==> src/rtl/amiq_muxn_1.sv <==
// amiq_muxn_1 - registered N-to-1 multiplexer with per-channel valid,
// direct or round-robin channel selection, illegal-select detection and a
// saturating count of valid output cycles.
//
// Optional feature: define AMIQ_MUXN_PARITY_EN to add the out_parity port,
// an even-parity bit registered alongside out_data. With the macro
// undefined the port and its logic are absent and nothing else changes.
//
// All outputs come straight from flops; nothing on an input reaches an
// output without passing through a register first.

module amiq_muxn_1 #(
  parameter int NOF_IN = 4,
  parameter int WIDTH  = 8,
  localparam int SEL_W = $clog2(NOF_IN)
) (
  input  logic                    clk,
  input  logic                    rst,
  input  logic                    mode,
  input  logic [SEL_W-1:0]        sel,
  input  logic                    sel_load,
  input  logic [NOF_IN*WIDTH-1:0] in_data,
  input  logic [NOF_IN-1:0]       in_valid,
  output logic [WIDTH-1:0]        out_data,
  output logic                    out_valid,
  output logic [SEL_W-1:0]        out_ch,
  output logic                    sel_err,
`ifdef AMIQ_MUXN_PARITY_EN
  output logic                    out_parity,
`endif
  output logic [15:0]             out_cnt
);

  localparam logic [SEL_W-1:0] LAST_CH = SEL_W'(NOF_IN - 1);
  localparam logic [15:0]      CNT_MAX = 16'hFFFF;

  typedef enum logic {
    MODE_DIRECT = 1'b0,
    MODE_RR     = 1'b1
  } mode_e;

  // Channel slices of the flat input bus, unpacked for clean indexing.
  logic [WIDTH-1:0] ch_data [NOF_IN];

  for (genvar g = 0; g < NOF_IN; g++) begin : g_slice
    assign ch_data[g] = in_data[g*WIDTH +: WIDTH];
  end

  // Internal selection state.
  logic [SEL_W-1:0] cur_sel;
  logic [SEL_W-1:0] last_grant;

  // Next-state values computed by the selection logic.
  logic [SEL_W-1:0] pick;
  logic             take;
  logic [WIDTH-1:0] nxt_data;
  logic             nxt_valid;
  logic [SEL_W-1:0] nxt_ch;
  logic [SEL_W-1:0] nxt_cur_sel;
  logic [SEL_W-1:0] nxt_last_grant;
  logic             nxt_sel_err;

  // Round-robin search result.
  logic             rr_hit;
  logic [SEL_W-1:0] rr_pick;

  mode_e mode_q;
  assign mode_q = mode_e'(mode);

  // A select value is legal only when it names an existing channel; for a
  // power-of-two channel count every encoding is legal.
  logic sel_legal;
  assign sel_legal = (int'(sel) < NOF_IN);

  // Scan channels starting just after the previous grant, wrapping modulo
  // NOF_IN, and report the first one with its valid set.
  function automatic void rr_search(
    input  logic [SEL_W-1:0]  from_ch,
    input  logic [NOF_IN-1:0] valid,
    output logic              hit,
    output logic [SEL_W-1:0]  ch
  );
    int idx;
    hit = 1'b0;
    ch  = from_ch;
    for (int i = 1; i <= NOF_IN; i++) begin
      idx = (int'(from_ch) + i) % NOF_IN;
      if (!hit && valid[idx]) begin
        hit = 1'b1;
        ch  = SEL_W'(idx);
      end
    end
  endfunction

  // Round-robin candidate, evaluated every cycle regardless of mode.
  always_comb begin
    rr_search(last_grant, in_valid, rr_hit, rr_pick);
  end

  // Choose the channel to register this cycle and the next selection state.
  always_comb begin
    // NOTE: every signal driven here gets a default first, so no path
    // through the branches below can leave one unassigned and infer a latch.
    pick           = cur_sel;
    take           = 1'b1;
    nxt_cur_sel    = cur_sel;
    nxt_last_grant = last_grant;
    nxt_sel_err    = 1'b0;

    unique case (mode_q)
      MODE_DIRECT: begin
        if (sel_load) begin
          if (sel_legal) begin
            // A legal load steers this very cycle's output.
            pick        = sel;
            nxt_cur_sel = sel;
          end else begin
            // Keep the old channel and flag the bad request.
            nxt_sel_err = 1'b1;
          end
        end
      end
      MODE_RR: begin
        if (rr_hit) begin
          pick           = rr_pick;
          nxt_last_grant = rr_pick;
        end else begin
          // Nothing valid: data and channel hold, only valid drops.
          take = 1'b0;
        end
      end
      default: begin
        take = 1'b0;
      end
    endcase
  end

  // Output next values: direct mode passes data even when invalid; a
  // round-robin miss holds data and channel.
  always_comb begin
    nxt_data  = out_data;
    nxt_ch    = out_ch;
    nxt_valid = 1'b0;
    if (take) begin
      nxt_data  = ch_data[pick];
      nxt_ch    = pick;
      nxt_valid = in_valid[pick];
    end
  end

  // Selection state and registered outputs.
  always_ff @(posedge clk or posedge rst) begin
    if (rst) begin
      cur_sel    <= '0;
      last_grant <= LAST_CH;
      out_data   <= '0;
      out_valid  <= 1'b0;
      out_ch     <= '0;
      sel_err    <= 1'b0;
    end else begin
      // NOTE: sequential state uses non-blocking assignments so every flop
      // samples the pre-edge values, independent of statement order.
      cur_sel    <= nxt_cur_sel;
      last_grant <= nxt_last_grant;
      out_data   <= nxt_data;
      out_valid  <= nxt_valid;
      out_ch     <= nxt_ch;
      sel_err    <= nxt_sel_err;
    end
  end

  // Count cycles in which out_valid is high, sticking at the maximum.
  always_ff @(posedge clk or posedge rst) begin
    if (rst) begin
      out_cnt <= '0;
    end else if (out_valid && (out_cnt != CNT_MAX)) begin
      out_cnt <= out_cnt + 16'd1;
    end
  end

`ifdef AMIQ_MUXN_PARITY_EN
  // Even parity of the value being loaded into out_data; holds with it.
  always_ff @(posedge clk or posedge rst) begin
    if (rst) begin
      out_parity <= 1'b0;
    end else begin
      out_parity <= ^nxt_data;
    end
  end
`endif

endmodule

==> config.mk <==
export PLATFORM = sky130hd
export DESIGN_NAME = amiq_muxn_1
export DESIGN_NICKNAME = d
export VERILOG_FILES = /design/src/rtl/amiq_muxn_1.sv
export SDC_FILE = /design/constraint.sdc
export NUM_CORES = 1
export LEC_CHECK = 0
export CORE_ASPECT_RATIO = 2
export CORE_MARGIN = 8
export CORE_UTILIZATION = 43
export DETAILED_ROUTE_END_ITERATION = 6
export GPL_TIMING_DRIVEN = 0
export HOLD_SLACK_MARGIN = 0.1
export MAX_ROUTING_LAYER = met4
export PLACE_DENSITY = 0.89
export RECOVER_POWER = 100
export SLEW_MARGIN = 20
export SYNTH_ARGS = -nofsm -noshare
export SYNTH_HDL_FRONTEND = slang
export SYNTH_SLANG_ARGS = --single-unit
==> constraint.sdc <==
create_clock -name clk -period 2.2 [get_ports clk]
set_clock_uncertainty 0.1 [all_clocks]
set_input_delay 0.44 -clock clk [delete_from_list [all_inputs] [get_ports clk]]
set_output_delay 0.44 -clock clk [all_outputs]
set_load 0.05 [all_outputs]
==> results of run 1 <==
## report_power, final
part           switching [W]  internal (W)  total (W)
Clock               0.000201      0.000245   0.000446
Combinational       0.000680      0.000461    0.00114
Sequential          0.000123      0.000701   0.000824
## sequential cells by signal, summed over array words and instances (netlist names)
signal	cells
out_cnt	16
cur_sel	2
out_ch	2
last_grant	2
out_valid	1
out_data	8
## cell type report
class	count	area (µm²)	share of cell area
Sequential cell	31	778.2	0.2953
Buffer	6	66.31	0.02517
Timing Repair Buffer	69	683.2	0.2593
Clock buffer	6	82.58	0.03134
Multi-Input combinational cell	125	943.4	0.3580
Tap cell	52	65.06	0.02469
Inverter	3	11.26	0.004273
Clock inverter	1	5.005	0.001899
## stage by stage
| step | setup TNS [ps] | area, µm² | hold WS (ps) | utilization |
|---|---|---|---|---|
| finish | 0 | 2635 | 378.4 | 0.6512 |
| global route | -59.96 | 2635 | 407.8 | 0.6512 |
| CTS | 0 | 2616 | 385.8 | 0.6466 |
| detailed placement | -4344 | 2524 | 372.0 | 0.6237 |
| global placement | -4290 | 2524 | 370.2 | 0.6237 |
| floorplan | 0 | 1778 | 380.0 | - |
## worst register-to-register path: stages, from the launching register on
cell,delay (ps)
sky130_fd_sc_hd__dfstp_2,560
sky130_fd_sc_hd__o21ba_1,180
sky130_fd_sc_hd__o31ai_4,180
sky130_fd_sc_hd__a21oi_2,80
sky130_fd_sc_hd__nor3_4,340
sky130_fd_sc_hd__buf_8,200
sky130_fd_sc_hd__mux2i_1,230
sky130_fd_sc_hd__o221ai_1,140
## final timing paths
kind / startpoint / endpoint / slack [ps]
setup / recovery: last_grant[0]$_DFFE_PP1P_ / out_data[4]$_DFFE_PP0P_ / 70
hold / removal: out_ch[0]$_DFFE_PP0P_ / out_ch[0]$_DFFE_PP0P_ / 380
setup reg to reg: last_grant[0]$_DFFE_PP1P_ / out_data[4]$_DFFE_PP0P_ / 70
hold reg to reg: out_ch[0]$_DFFE_PP0P_ / out_ch[0]$_DFFE_PP0P_ / 380
max in group asynchronous: rst / cur_sel[0]$_DFFE_PP0N_ / 460
min in group asynchronous: rst / out_data[0]$_DFFE_PP0P_ / 820
## layer usage
metal,vias up,track usage,share of wire
met4,0,0.05090,0.026
met3,11,0.03837,0.051
met1,746,0.1613,0.36
met5,-,-,0
li1,742,-,-
met2,58,0.2892,0.57
## layout by cell type, fill, tap and decap left out, types with 3 or more instances in the layout
cell and count:
sky130_fd_sc_hd__clkdlybuf4s50_1 63, sky130_fd_sc_hd__a221oi_2 5, sky130_fd_sc_hd__o21ai_0 5, sky130_fd_sc_hd__and3_1 4, sky130_fd_sc_hd__a21oi_1 4, sky130_fd_sc_hd__xor2_1 5
sky130_fd_sc_hd__o21bai_1 4, sky130_fd_sc_hd__buf_4 3, sky130_fd_sc_hd__xnor2_1 10, sky130_fd_sc_hd__nand2_1 15, sky130_fd_sc_hd__nand3_1 7, sky130_fd_sc_hd__nand2b_1 3
sky130_fd_sc_hd__clkbuf_8 7, sky130_fd_sc_hd__inv_1 3, sky130_fd_sc_hd__nor2_1 12, sky130_fd_sc_hd__dlygate4sd2_1 4, sky130_fd_sc_hd__mux2i_1 11, sky130_fd_sc_hd__dfrtp_1 29
sky130_fd_sc_hd__o221ai_1 3, sky130_fd_sc_hd__mux2_2 3
## what timing repair did
| action | CTS | global route |
|---|---|---|
| setup buffers | 0 | 1 |
| gates resized for setup | 6 | 4 |
| gates cloned | 0 | 0 |
| hold buffers | 0 | 0 |
| pin swaps | 1 | 1 |
| endpoints found under the setup margin | 9 | 6 |
## cells by family (layout without fill, tap and decap cells)
family | Yosys count | after routing | share of synthesized area
buf+inv | 9 | 85 | 0.04010
other cells | 1 | 1 | 0.002109
mux | 14 | 14 | 0.08093
flops | 31 | 31 | 0.4377
simple gates | 55 | 55 | 0.1633
fa+ha+maj | 1 | 1 | 0.007036
xor+xnor | 15 | 15 | 0.07389
compound gates | 39 | 39 | 0.1949
==> qor.csv, run 1 <==
metric,value,unit
crit path max fanout,10,
achievable clock frequency,470.1,MHz
cell depth of the worst hold path,2,
maximum vdd ir drop,0.6082,mV
pre-CTS WS,-497.8,ps
ranking of synthesized cells by instance count,"sky130_fd_sc_hd__dfrtp_1, sky130_fd_sc_hd__nand2_1, sky130_fd_sc_hd__nor2_1",
biggest cell delay along the critical path,560,ps
maximum number of pins on one net before global-route repair,32,
Syn Area/Cell,10.78,µm²
clk buf depth,2,
buffer type at the clock tree root,sky130_fd_sc_hd__clkbuf_8,
number of synthesized flops with an enable pin,0,
number of instances in the synthesized netlist,165,
die height,106.9,µm
depth of the worst register-to-register path,7,
proportion of layout cells with a drive suffix above 1,0.1494,
flip-flop cell with the highest count after synthesis,sky130_fd_sc_hd__dfrtp_1,
max cap viols,0,
Max-Slew Margin vs Limit,0.2016,
Syn Std Cell Area,0.001778,mm²
die area,0.006573,mm²
number of buffers created by CTS,5,
post-DR vias/cell,5.314,
static leakage,1.121,nW
initial core utilization,0.4394,
depth of the critical timing path with buffers and inverters included,7,
"sum of internal, switching and leakage power",0.002411,W
shortest clock period the worst path allows after layout,2127,ps
cell chain of the critical path,"o21ba_1, o31ai_4, a21oi_2, nor3_4, buf_8, mux2i_1, o221ai_1",
CP bufs+invs,1,
Max Transition Viols Final,0,
Crit-path slowest cell,sky130_fd_sc_hd__dfstp_2,
vias in the first global route,1696,
H-tree depth reported by CTS,2,
Post-synth ARST share,1.000,
Clock Pin Slew Worst Setup and Hold Paths,70,ps
DR vias,1557,
aggregate routed wire length,4.957,mm
cell type group with the largest total delay on the critical path,compound AO/OA/AOI/OAI gates,
count of input and output buffers,68,
category of the most critical setup path,flop to flop,
cell type with the largest total area after synthesis,sky130_fd_sc_hd__dfrtp_1,
final-layout fill cell count,357,
"FF+latch count, synth",31,
insertion delay to the later sink of the worst-skew pair,280,ps
layout overhead on the synthesized area,48.21,%
"Net Count, Synth",208,
result of the run,"finished, final reports clean",
Cell variety after synth,50,
crit path capture type,flop,
final worst-path cycle share,0.9669,
most common cell in the netlist,sky130_fd_sc_hd__dfrtp_1,
net total in the final layout,284,
length of the first detailed-routing pass in iterations,5,
TritonCTS clock tree,done,
GR Util All Layers,0.1613,
top-level I/O count,70,
placeable core region,0.004046,mm²
data required time at the worst endpoint,2250,ps
overall overflow remaining after global route,0,
wire length of the first global-routing pass,7.935,mm
main area contributors after synthesis,"sky130_fd_sc_hd__dfrtp_1, sky130_fd_sc_hd__mux2i_1, sky130_fd_sc_hd__xnor2_1, sky130_fd_sc_hd__a221oi_2, sky130_fd_sc_hd__nand2_1",
Fin. Hold Viols,0,
warnings from Yosys,0,
row count,33,
kind of start point of the critical path,flop,
RSZ-0062 raised after global routing,yes,
endpoint arrival time on the critical path,2180,ps
total power density per cell area,915.0,mW/mm²
Worst-Margin Slew,1196,ps
"count of placed standard cells in the final layout, fillers left out",293,
antenna fix cells,0,
worst path setup slack after routing,72.80,ps
per-cell routed wire length,16.92,µm
# DRC,0,
Clock Sinks,31,
path category of the worst min-delay check,flop to flop,
placer congestion estimate,0.9072,
number of cells in the design after placement,285,
register area share after synthesis,0.4377,
number of design-rule violations left by the first detailed-router iteration,45,
share of Yosys cell area claimed by the top area cell type,0.4082,
Die Width,61.47,µm
initial antenna violation count,0,
antenna-violating nets left,0,
endpoints failing setup,0,
half-perimeter wire length after detailed placement,3.940,mm
No activity file was read; power rests on OpenSTA's default activity.
==> inputs of run 2 (changes only) <==
--- a/config.mk
+++ b/config.mk
@@ -8,6 +8,7 @@
 export CORE_ASPECT_RATIO = 2
 export CORE_MARGIN = 8
 export CORE_UTILIZATION = 43
+export CTS_CLUSTER_DIAMETER = 60
 export DETAILED_ROUTE_END_ITERATION = 6
 export GPL_TIMING_DRIVEN = 0
 export HOLD_SLACK_MARGIN = 0.1
==> constraint.sdc (replaced) <==
create_clock -name clk -period 2.33 [get_ports clk]
set_clock_uncertainty 0.1 [all_clocks]
set_input_delay 0.466 -clock clk [delete_from_list [all_inputs] [get_ports clk]]
set_output_delay 0.466 -clock clk [all_outputs]
set_load 0.05 [all_outputs]
==> run 2 against run 1 <==
Register-to-register slack better by 130 ps; global-route usage is the same; hold slack got worse by 5.4 ps; largest power group unchanged; critical endpoint is now out_cnt[4]; critical path type is now flop to output port; via count down 0.39%; flip-flop and latch count is the same.
==> qor.csv, run 2 (synthesis gave the netlist of run 1 again) <==
metric,value,unit,change
result of the run,"finished, final reports clean",,
placer congestion estimate,0.9072,,unchanged
insertion delay to the later sink of the worst-skew pair,270,ps,about the same
"commonest non-fill, non-tap cell in the layout",sky130_fd_sc_hd__clkdlybuf4s50_1,,
Max-Slew Margin vs Limit,0.1974,,-0.004202
end of the worst register-to-register path,out_data[2]$_DFFE_PP0P_,,
depth of the critical timing path with buffers and inverters included,1,,-6
wire length of the first global-routing pass,7.935,mm,unchanged
total power density per cell area,848.1,mW/mm²,-7.3%
row count,33,,unchanged
initial antenna violation count,0,,unchanged
length of the first detailed-routing pass in iterations,4,,-1
endpoint arrival time on the critical path,1630,ps,-550 ps
achievable clock frequency,454.5,MHz,
clock network fraction of design power,0.189,,+0.004
biggest cell delay along the critical path,920,ps,+360 ps
final worst-path cycle share,0.9444,,
initial core utilization,0.4394,,unchanged
die area,0.006573,mm²,unchanged
Clock Sinks,31,,unchanged
Flop pwr share,0.348,,+0.006
crit path max fanout,6,,-4
per-cell routed wire length,16.80,µm,-0.69%
Clock Pin Slew Worst Setup and Hold Paths,60,ps,about the same
shortest clock period the worst path allows after layout,2200,ps,
"leading cell types in the layout, fill and taps excluded","sky130_fd_sc_hd__clkdlybuf4s50_1, sky130_fd_sc_hd__dfrtp_1, sky130_fd_sc_hd__dlygate4sd3_1",,
register-to-register path setup slack,200,ps,+130 ps
DR vias,1551,,-0.39%
CP Launch Point,out_cnt[4]$_DFFE_PP0P_,,
post-DR vias/cell,5.312,,about the same
path category of the worst min-delay check,flop to flop,,
H-tree depth reported by CTS,2,,unchanged
Sw Pwr,0.0009353,W,-6.9%
Worst-Margin Slew,1203,ps,+6.296 ps
Max Transition Viols Final,0,,unchanged
depth of the worst register-to-register path,7,,unchanged
kind of start point of the critical path,flop,,
Post-CTS Hold Fix Bufs,0,,unchanged
antenna fix cells,0,,unchanged
maximum vdd ir drop,0.5632,mV,-7.4%
Die Width,61.47,µm,unchanged
setup TNS after final layout,0,ps,unchanged
crit path capture type,output port,,
switching power share of the total,0.4219,,+0.005335
Crit-path slowest cell,sky130_fd_sc_hd__dlygate4sd3_1,,
postcts setup bufs,0,,unchanged
number of flip-flops in the largest register,16,,unchanged
number of buffers created by CTS,5,,unchanged
maximum number of pins on one net before global-route repair,32,,unchanged
count of input and output buffers,68,,unchanged
number of design-rule violations left by the first detailed-router iteration,40,,-11%
worst reg2reg startpoint,last_grant[0]$_DFFE_PP1P_,,
CP bufs+invs,1,,unchanged
die height,106.9,µm,unchanged
cell type group with the largest total delay on the critical path,buffers and inverters,,
Largest regs,"out_cnt x16, out_data x8",,
Int Power,0.001281,W,-8.9%
placeable core region,0.004046,mm²,unchanged
"sum of internal, switching and leakage power",0.002217,W,-8.1%
aggregate routed wire length,4.906,mm,-1.0%
buffer type at the clock tree root,sky130_fd_sc_hd__clkbuf_8,,
GR Util All Layers,0.1613,,unchanged
top-level I/O count,70,,unchanged
data required time at the worst endpoint,1760,ps,-490 ps
power share of the combinational group,0.463,,-0.010
placed instance area,0.002524,mm²,unchanged
layout overhead on the synthesized area,47.01,%,
clk buf depth,2,,unchanged
Fin. Hold Viols,0,,unchanged
max cap viols,0,,unchanged
endpoints failing setup,0,,unchanged
static leakage,1.164,nW,+3.8%
termination of the worst setup path,out_cnt[4],,
worst hold slack across all endpoints,373.0,ps,-5.378 ps
proportion of layout cells with a drive suffix above 1,0.1375,,-0.01188
cell chain of the critical path,dlygate4sd3_1,,
category of the most critical setup path,flop to output port,,
antenna-violating nets left,0,,unchanged
TritonCTS clock tree,done,,
"final std cell area, no fill",0.002614,mm²,-0.81%
Top reg by flops,out_cnt,,
half-perimeter wire length after detailed placement,3.940,mm,unchanged
net total in the final layout,283,,-0.35%
overall overflow remaining after global route,0,,unchanged
# DRC,0,,unchanged
vias in the first global route,1696,,unchanged
RSZ-0062 raised after global routing,no,,
==> run 2: cell count changes in the layout (fill, tap and decap cells not counted), sizes merged <==
| cell | change |
|---|---|
| buf | -1 |
| clkdlybuf4s50 | -27 |
| dlygate4sd2 | -1 |
| dlygate4sd3 | +27 |
| dlymetal6s2s | +1 |
==> run 2: cell type report <==
class	instances	area [µm²]
clock inverters	1	5.005
plain buffers	6	60.06
inverters	3	11.26
clock buffers	6	82.58
repair buffers	68	679.4
multi-input cells	125	932.1
fillers	364	1433
flip-flops and latches	31	778.2
well taps	52	65.06
==> run 2: timing repair <==
| action | in CTS | in global routing |
|---|---|---|
| gates resized for setup | 5 | 1 |
| endpoints found under the setup margin | 8 | 9 |
| endpoints found under the hold margin | 0 | 0 |
| gates cloned | 0 | 0 |
| pin swaps | 1 | 0 |
==> run 2: how the worst min path moves through the flow <==
stage | startpoint | end | slack, ps | depth (start not counted)
6_report | out_ch[0]$_DFFE_PP0P_ | out_ch[0]$_DFFE_PP0P_ | 370 | 2
5_1_grt | out_ch[0]$_DFFE_PP0P_ | out_ch[0]$_DFFE_PP0P_ | 400 | 2
3_3_place_gp | out_ch[0]$_DFFE_PP0P_ | out_ch[0]$_DFFE_PP0P_ | 370 | 2
3_5_place_dp | out_ch[0]$_DFFE_PP0P_ | out_ch[0]$_DFFE_PP0P_ | 370 | 2
4_1_cts | out_ch[0]$_DFFE_PP0P_ | out_ch[0]$_DFFE_PP0P_ | 390 | 2
2_1_floorplan | cur_sel[1]$_DFFE_PP0N_ | cur_sel[1]$_DFFE_PP0N_ | 380 | 1
==> run 2: power groups by stage <==
stage | clock network [W] | registers (W) | logic (W)
CTS | 0.000433 | 0.000780 | 0.00108
finish | 0.000419 | 0.000772 | 0.00103
global placement | 0 | 0.000778 | 0.00106
detailed placement | 0 | 0.000786 | 0.00108
floorplan | 0 | 0.00112 | 0.000350
global route | 0.000448 | 0.000789 | 0.00108
==> run 2: layer usage <==
metal / share of wire / global-route usage / up-vias / routed length (µm)
li1: - / - / 744 / -
met1: 0.35 / 0.1613 / 744 / 1725
met2: 0.58 / 0.2892 / 54 / 2836
met3: 0.050 / 0.03837 / 9 / 243
met4: 0.020 / 0.05090 / 0 / 100
met5: 0 / - / - / 0
==> run 2: metrics by stage <==
step	std cells	setup WS, ps	util
floorplan	165	278.4	-
global placement	285	-403.1	0.6237
detailed placement	285	-393.8	0.6237
CTS	292	30.22	0.6469
global route	292	29.59	0.6459
finish	292	129.6	0.6459
==> inputs of run 3 (changes only) <==
--- a/config.mk
+++ b/config.mk
@@ -11,10 +11,10 @@
 export CTS_CLUSTER_DIAMETER = 60
 export DETAILED_ROUTE_END_ITERATION = 6
 export GPL_TIMING_DRIVEN = 0
-export HOLD_SLACK_MARGIN = 0.1
-export MAX_ROUTING_LAYER = met4
+export HOLD_SLACK_MARGIN = 0.06
 export PLACE_DENSITY = 0.89
 export RECOVER_POWER = 100
+export SETUP_SLACK_MARGIN = 0.4
 export SLEW_MARGIN = 20
 export SYNTH_ARGS = -nofsm -noshare
 export SYNTH_HDL_FRONTEND = slang
==> run 3 against run 2 <==
Combinational power grew 9%; setup slack gained 30 ps; die area is the same; design area grew 6.9%; wire length grew 9.5%; hold slack gained 5.0 ps; via count grew 6.4%; register-to-register slack is essentially flat.
==> qor.csv, run 3 (synthesis gave the netlist of run 1 again) <==
metric,value,unit,change
count of input and output buffers,68,,unchanged
data required time at the worst endpoint,2420,ps,+660 ps
endpoint arrival time on the critical path,2260,ps,+630 ps
Post-CTS Hold Fix Bufs,0,,unchanged
max cap viols,0,,unchanged
overall overflow remaining after global route,0,,unchanged
H-tree depth reported by CTS,2,,unchanged
Fin. Hold Viols,0,,unchanged
Sw Pwr,0.0009778,W,+4.5%
antenna-violating nets left,0,,unchanged
total power density per cell area,830.9,mW/mm²,-2.0%
TritonCTS clock tree,done,,
placed instance area,0.002535,mm²,+0.45%
maximum vdd ir drop,0.6221,mV,+10%
Int Power,0.001345,W,+5.0%
result of the run,"finished, final reports clean",,
worst hold slack across all endpoints,378.0,ps,+4.987 ps
DR vias,1651,,+6.4%
final worst-path cycle share,0.9314,,-0.01298
Largest regs,"out_cnt x16, out_data x8",,
Max-Slew Margin vs Limit,0.2264,,+0.02908
"leading cell types in the layout, fill and taps excluded","sky130_fd_sc_hd__clkdlybuf4s50_1, sky130_fd_sc_hd__dlygate4sd2_1, sky130_fd_sc_hd__dfrtp_1",,
cell chain of the critical path,"clkdlybuf4s50_1, clkbuf_8, a211oi_2, nor3_4, clkbuf_1, buf_4, a21oi_1, o221ai_1",,
net total in the final layout,297,,+4.9%
antenna fix cells,0,,unchanged
shortest clock period the worst path allows after layout,2170,ps,-30.25 ps
number of flip-flops in the largest register,16,,unchanged
row count,33,,unchanged
insertion delay to the later sink of the worst-skew pair,280,ps,about the same
GR Util All Layers,0.1699,,+0.008592
half-perimeter wire length after detailed placement,4.020,mm,+2.0%
Clock Pin Slew Worst Setup and Hold Paths,60,ps,about the same
initial antenna violation count,0,,unchanged
Clock Sinks,31,,unchanged
vias in the first global route,1829,,+7.8%
crit path max fanout,9,,+3
utilization after layout,0.6908,,+0.04484
kind of start point of the critical path,input port,,
top-level I/O count,70,,unchanged
maximum number of pins on one net before global-route repair,32,,unchanged
buffer type at the clock tree root,sky130_fd_sc_hd__clkbuf_8,,
Max Transition Viols Final,0,,unchanged
clk buf depth,2,,unchanged
initial core utilization,0.4394,,unchanged
Die Width,61.47,µm,unchanged
biggest cell delay along the critical path,510,ps,-410 ps
post-DR vias/cell,5.395,,+1.6%
Top reg by flops,out_cnt,,
layout overhead on the synthesized area,57.21,%,
Worst-Margin Slew,1159,ps,-43.57 ps
"final std cell area, no fill",0.002795,mm²,+6.9%
Flop pwr share,0.332,,-0.016
achievable clock frequency,460.8,MHz,+1.4%
# DRC,0,,unchanged
clock network fraction of design power,0.184,,-0.005
aggregate routed wire length,5.370,mm,+9.5%
category of the most critical setup path,input port to flop,,
per-cell routed wire length,17.55,µm,+4.4%
power share of the combinational group,0.484,,+0.021
number of buffers created by CTS,5,,unchanged
endpoints failing setup,0,,unchanged
static leakage,1.262,nW,+8.4%
placer congestion estimate,0.8497,,-6.3%
Crit-path slowest cell,sky130_fd_sc_hd__clkdlybuf4s50_1,,
die area,0.006573,mm²,unchanged
switching power share of the total,0.4210,,-0.0009587
crit path capture type,flop,,
proportion of layout cells with a drive suffix above 1,0.2520,,+0.1145
placeable core region,0.004046,mm²,unchanged
"commonest non-fill, non-tap cell in the layout",sky130_fd_sc_hd__clkdlybuf4s50_1,,
number of design-rule violations left by the first detailed-router iteration,33,,-18%
wire length of the first global-routing pass,8.521,mm,+7.4%
length of the first detailed-routing pass in iterations,4,,unchanged
path category of the worst min-delay check,flop to flop,,
RSZ-0062 raised after global routing,yes,,
die height,106.9,µm,unchanged
## run 3: cell types whose count changed in the layout (fill, tap and decap cells not counted), moves of 3 or more
cell,previous run,this run
sky130_fd_sc_hd__buf_4,2,9
sky130_fd_sc_hd__dlygate4sd2_1,3,30
sky130_fd_sc_hd__buf_6,1,4
sky130_fd_sc_hd__dfrtp_2,0,7
sky130_fd_sc_hd__dlygate4sd3_1,28,1
sky130_fd_sc_hd__dfrtp_1,29,22
sky130_fd_sc_hd__o21ai_0,5,2
## run 3: worst paths after layout
path	startpoint	to	slack [ps]	cells after the start
max	mode	out_data[0]$_DFFE_PP0P_	160	8
min	out_cnt[12]$_DFFE_PP0P_	out_cnt[12]$_DFFE_PP0P_	380	1
max reg2reg	last_grant[0]$_DFFE_PP1P_	out_data[0]$_DFFE_PP0P_	190	8
min reg2reg	out_cnt[12]$_DFFE_PP0P_	out_cnt[12]$_DFFE_PP0P_	380	1
max in group asynchronous	rst	out_cnt[6]$_DFFE_PP0P_	520	2
min in group asynchronous	rst	cur_sel[0]$_DFFE_PP0N_	840	2
## run 3: power groups by stage
stage	Clock [W]	Combinational, W	Sequential (W)
after floorplan	0	0.000348	0.00113
after global placement	0	0.00106	0.000781
after detailed placement	0	0.00108	0.000785
after CTS	0.000433	0.00111	0.000770
after global routing	0.000463	0.00120	0.000792
final	0.000427	0.00112	0.000772
## run 3: stage by stage
stage	power [W]	setup TNS, ps	setup slack [ps]	cells
2_1_floorplan	0.001479	0	384.1	165
5_1_grt	0.002451	0	76.09	306
3_3_place_gp	0.001836	-2711	-332.2	285
4_1_cts	0.002315	0	207.7	304
6_report	0.002323	0	159.9	306
3_5_place_dp	0.001867	-2969	-368.4	285
## run 3: timing repair
item / in CTS / in global routing
buffers inserted: 11 / 1
endpoints found under the setup margin: 39 / 12
hold endpoints to repair: 0 / 0
gates cloned: 1 / 1
pin swaps: 2 / 8
resized for setup: 51 / 11
## run 3: layout make-up
class	count	area, µm²
repair buffers	82	797.0
plain buffers	6	66.31
clock buffers	6	82.58
fillers	335	1251
flip-flops and latches	31	787.0
well taps	52	65.06
clock inverters	1	5.005
multi-input cells	125	980.9
inverters	3	11.26
## run 3: worst max-delay path: cells and delay by family
kind            cells  cell delay [ps]
simple gates        1              410
buf+inv             4             1100
compound gates      3              270
## run 3: per-layer routing
| metal | vias to the layer above | routed length, µm | global-route usage |
|---|---|---|---|
| met3 | 10 | 309 | 0.04916 |
| met2 | 53 | 3099 | 0.3133 |
| met4 | 0 | 115 | 0.06732 |
| met1 | 808 | 1845 | 0.1640 |
| met5 | - | 0 | 0 |
| li1 | 780 | - | - |
